==> config.mk <==
export PLATFORM = sky130hd
export DESIGN_NAME = aes_req_queue
export DESIGN_NICKNAME = d
export VERILOG_FILES = /design/src/rtl/aes_req_queue.sv
export SDC_FILE = /design/constraint.sdc
export NUM_CORES = 1
export LEC_CHECK = 0
export CAP_MARGIN = 20
export CORE_MARGIN = 2
export CORE_UTILIZATION = 50
export DETAILED_ROUTE_END_ITERATION = 6
export PLACE_DENSITY = 0.74
export SLEW_MARGIN = 20
export SYNTH_ARGS = -nofsm -noshare
export SYNTH_HDL_FRONTEND = slang
export SYNTH_SLANG_ARGS = --single-unit
export TNS_END_PERCENT = 50
==> constraint.sdc <==
create_clock -name clk -period 9.05 [get_ports clk]
set_input_delay 1.81 -clock clk [delete_from_list [all_inputs] [get_ports clk]]
set_output_delay 1.81 -clock clk [all_outputs]
set_load 0.01 [all_outputs]
==> src/rtl/aes_req_queue.sv <==
// aes_req_queue: assembles byte-serial AES instructions into words and queues them FWFT for the AES FSM
// clk, rst_n       : clock, asynchronous active-low reset
// in_valid/in_byte : host byte stream, byte 0 is the instruction LSB
// in_abort         : drops the partially assembled instruction
// in_ready         : low only while the completing byte waits for a free slot
// req_valid/req_data/ready_req_in : head entry to the FSM, popped on valid && ready
// count/full/empty : FIFO occupancy; frame_busy : partial instruction held
module aes_req_queue #(
  parameter int ADDRW = 24,
  parameter int DEPTH = 4,
  localparam int IW = 3 * ADDRW + 2,
  localparam int NBYTES = (IW + 7) / 8,
  localparam int CW = $clog2(DEPTH) + 1
) (
  input  logic          clk,
  input  logic          rst_n,
  input  logic          in_valid,
  input  logic [7:0]    in_byte,
  input  logic          in_abort,
  output logic          in_ready,
  output logic          req_valid,
  output logic [IW-1:0] req_data,
  input  logic          ready_req_in,
  output logic [CW-1:0] count,
  output logic          full,
  output logic          empty,
  output logic          frame_busy
);
  localparam int PW = CW - 1;
  localparam int BW = $clog2(NBYTES + 1);
  localparam int LB = 8 * (NBYTES - 1);
  logic [BW-1:0] byte_cnt_q, byte_cnt_d;
  logic [IW-1:0] shreg_q, shreg_d, asm_w;
  logic [PW-1:0] rd_ptr_q, rd_ptr_d, wr_ptr_q, wr_ptr_d;
  logic [CW-1:0] count_q, count_d;
  logic [IW-1:0] mem_q [DEPTH];
  logic last, acc, push, pop, unused_in;
  assign last = byte_cnt_q == BW'(NBYTES - 1);
  assign full = count_q == CW'(DEPTH);
  assign empty = count_q == '0;
  assign in_ready = !(last && full);
  assign acc = in_valid && in_ready && !in_abort;
  assign push = acc && last;
  assign pop = !empty && ready_req_in;
  assign req_valid = !empty;
  assign req_data = empty ? '0 : mem_q[rd_ptr_q];
  assign count = count_q;
  assign frame_busy = byte_cnt_q != '0;
  // upper bits of the final byte are architecturally ignored
  assign unused_in = ^in_byte;
  always_comb begin
    asm_w = shreg_q;
    for (int k = 0; k < NBYTES - 1; k++)
      if (byte_cnt_q == BW'(k)) asm_w[8*k +: 8] = in_byte;
    asm_w[IW-1:LB] = last ? in_byte[IW-1-LB:0] : shreg_q[IW-1:LB];
    byte_cnt_d = (in_abort || push) ? '0 : acc ? byte_cnt_q + BW'(1) : byte_cnt_q;
    shreg_d = (in_abort || push) ? '0 : acc ? asm_w : shreg_q;
    wr_ptr_d = wr_ptr_q + PW'(push);
    rd_ptr_d = rd_ptr_q + PW'(pop);
    count_d = count_q + CW'(push) - CW'(pop);
  end
  always_ff @(posedge clk or negedge rst_n) begin
    if (!rst_n) begin
      byte_cnt_q <= '0;
      shreg_q <= '0;
      wr_ptr_q <= '0;
      rd_ptr_q <= '0;
      count_q <= '0;
    end else begin
      byte_cnt_q <= byte_cnt_d;
      shreg_q <= shreg_d;
      wr_ptr_q <= wr_ptr_d;
      rd_ptr_q <= rd_ptr_d;
      count_q <= count_d;
    end
  end
  // storage is deliberately not reset; req_data is masked while empty
  always_ff @(posedge clk) begin
    if (push) mem_q[wr_ptr_q] <= asm_w;
  end
endmodule

==> impl_metrics.py <==
metrics = {
    "placement": {
        "place_ws_ps": 4149,
        "place_congestion": 0.7554,
        "dp_hpwl_um": 18670,
        "io_buffers": 94,
    },
    "synth": {
        "synth.area.mux_share": 0.1386,
        "ys_seq_area_frac": 0.6862,
        "synth_flop_cell": "edfxtp_1",
        "synthCells": 975,
        "synth_commonest_cells": "edfxtp_1 (296), nand2_1 (114), dfrtp_1 (85)",
        "synth_area_leaders": "edfxtp_1 (55%), dfrtp_1 (13%), mux4_2 (10%)",
        "synth_compound_area_frac": 0.05533,
        "async_reset_ff_frac": 0.2231,
        "synthMostInstantiatedCell": "edfxtp_1",
        "yosys.area_share.adder": 0.007482,
        "ys_seq_elements": 381,
        "synth_warnings": 0,
        "yosys.area_share.simple": 0.08300,
        "syn_avg_cell_area_um2": 16.47,
        "synth_xor_area_frac": 0.002728,
        "synth_top_family_by_area": "multiplexers",
        "synth_area_mm2": 0.01605,
        "synth_fp_nets": 997,
        "synth-edff-count": 296,
        "yosysTopAreaCell": "edfxtp_1",
        "synth_top_area_share": 0.5537,
        "synth_cell_types": 51,
    },
    "power_and_ir_drop": {
        "p_clk_frac": 0.319,
        "p_int_mw": 3.599,
        "p_switching_mw": 1.259,
        "cellLeakagePower_nw": 6.398,
        "p_sw_frac": 0.2592,
        "pwr-share-seq": 0.406,
        "ir_worst_vdd_uv": 189.9,
        "pwr-share-comb": 0.275,
        "powerDensity_mw_per_mm2": 261.6,
    },
    "critical_path": {
        "arrival_ps": 3510,
        "end_kind": "output pin",
        "path_max_fanout": 41,
        "worstPathRequired_ps": 7240,
        "cp-start-kind": "flip-flop",
        "critical_path.top_delay_family": "buffers and inverters",
        "crit_buf_inv": 2,
        "slowest_delay_ps": 900,
        "crit_chain": "buf_4, mux4_2, and2_1, clkdlybuf4s50_1",
        "path_class": "flip-flop to output pin",
        "cp_slowest_cell": "dfrtp_4",
    },
    "sta": {
        "fin_setup_tns_ps": 0,
        "grt_setup_unrepaired": "false",
        "hold_viol_final": 0,
        "slew_headroom": 0.3510,
        "fmax_ghz": 0.1878,
        "max_slew.worst_pin.slew_ps": 970.4,
        "setup_viol": 0,
        "min_period_ps": 5323,
        "final_max_slew_viol_count": 0,
        "timing.hold.ws_ps": 490.2,
        "fin_worst_skew_ps": 14.93,
        "setup_slack_ps": 3727,
        "fin_crit_sh": 0.5882,
    },
    "final_layout": {
        "area_delta_synth_final_pct": 15.68,
        "layout-drive-gt1-share": 0.1970,
        "post-route-util": 0.5885,
        "nNetsFinal": 1073,
    },
    "detailed_routing": {
        "antenna_left": 0,
        "vias": 8809,
        "drtIter0Drc": 826,
        "vias_per_cell": 5.936,
        "wl_um": 33070,
        "drt_first_pass_iters": 5,
        "drc": 0,
        "wl_per_cell_um": 22.28,
    },
    "clock_tree": {
        "cts.sinks": 381,
        "clkLatencyLatePin_ps": 520,
        "cts_tree": "done",
        "post_cts_buffers": 0,
        "cts_max_level": 2,
        "cts-root-buf": "clkbuf_16",
        "cts_buffers": 39,
        "clockBufferDepth": 3,
        "cts_resized": 0,
        "path_clk_slew_ps": 60,
        "ctsHoldBuffers": 0,
    },
    "global_route": {
        "grt-ovfl-total": 0,
        "antenna_found_initial": 0,
        "grt_max_degree": 78,
        "grt_usage": 0.2026,
        "grt_pass1_wl_um": 52120,
        "grt_pass1_vias": 8993,
    },
    "floorplanning": {
        "dieArea_mm2": 0.03356,
        "die_w_um": 183.2,
        "die_height_um": 183.2,
        "num_rows": 65,
        "ios": 95,
        "start_util": 0.5088,
        "core_area_mm2": 0.03156,
    },
    "run": {
        "cap_violations": 0,
    },
    "status": {
        "outcome": "completed",
    },
    "hold_path": {
        "min_path_type": "flip-flop to flip-flop",
    },
}
==> power groups by stage <==
stage	registers [mW]	clock network, mW	logic [mW]
after global routing	1.98	1.65	1.44
after CTS	1.98	1.57	1.37
after global placement	2.01	0	1.35
after detailed placement	2.01	0	1.36
after floorplan	1.95	0	0.812
final	1.97	1.55	1.33
==> per-stage QoR <==
stage | instances | area, um^2 | total power, mW
after floorplan | 975 | 16060 | 2.767
after global placement | 1411 | 17300 | 3.355
after detailed placement | 1411 | 17300 | 3.368
after CTS | 1482 | 18540 | 4.915
after global routing | 1483 | 18570 | 5.074
final | 1484 | 18570 | 4.859
==> placed cells by master, fill, tap and decap left out, drive strengths merged, types with 3 or more instances in the layout <==
| master | count |
|---|---|
| a32oi | 21 |
| nor2 | 3 |
| a22o | 8 |
| mux4 | 74 |
| and3b | 4 |
| nand3 | 29 |
| inv | 15 |
| xor2 | 3 |
| clkbuf | 54 |
| a32o | 8 |
| ha | 8 |
| mux2 | 47 |
| a211oi | 6 |
| o2bb2ai | 28 |
| nor3b | 4 |
| clkdlybuf4s50 | 93 |
| nand3b | 6 |
| o21ai | 28 |
| mux2i | 3 |
| and2 | 80 |
| edfxtp | 296 |
| o221ai | 3 |
| clkinv | 14 |
| dfrtp | 85 |
| nand2 | 114 |
| buf | 21 |
==> worst register-to-register path, cell delays in order, from the launching register on <==
cell      delay (ps)
dfrtp_1          870
nand3b_1         620
nor2_1           320
buf_4            330
and4b_4          600
buf_4            740
==> registers in the layout (all words and copies together) (netlist names) <==
name and count:
count 3, rd_ptr_q 2, wr_ptr_q 2, byte_cnt_q 4, shreg_q 74, mem_q 296
==> worst paths after layout <==
kind	start	to	slack, ps	depth (start not counted)
min in group asynchronous	rst_n	shreg_q[44]$_DFFE_PN0P_	1110	1
worst min register to register	shreg_q[67]$_DFFE_PN0P_	shreg_q[67]$_DFFE_PN0P_	490	1
worst min-delay path	shreg_q[67]$_DFFE_PN0P_	shreg_q[67]$_DFFE_PN0P_	490	1
worst max register to register	byte_cnt_q[3]$_DFFE_PN0P_	mem_q[2][72]$_DFFE_PP_	5150	5
worst max-delay path	rd_ptr_q[0]$_DFF_PN0_	req_data[43]	3730	4
max in group asynchronous	rst_n	rd_ptr_q[0]$_DFF_PN0_	6960	3
==> routing by layer <==
layer,part of all wire,global-route usage,vias to the layer above
met1,0.44,0.2890,4571
met2,0.49,0.3223,283
li1,-,-,3905
met5,0,0,-
met4,0.019,0.05728,0
met3,0.060,0.03932,50
==> final cells by class <==
| class | instances | area [um^2] |
|---|---|---|
| antenna | 1 | 2.502 |
| timing repair buffer | 114 | 1105 |
| clock inverter | 17 | 126.4 |
| sequential | 381 | 11020 |
| inverter | 15 | 56.30 |
| tap | 402 | 503.0 |
| clock buffer | 54 | 1115 |
| multi-input combinational | 500 | 4643 |
| fill | 2374 | 12980 |
==> cells by family after synthesis <==
family / after synthesis
xor+xnor: 5
mux: 124
fa+ha+maj: 9
flops: 381
compound gates: 110
simple gates: 252
buf+inv: 94
No activity file was read; power rests on OpenSTA's default activity.
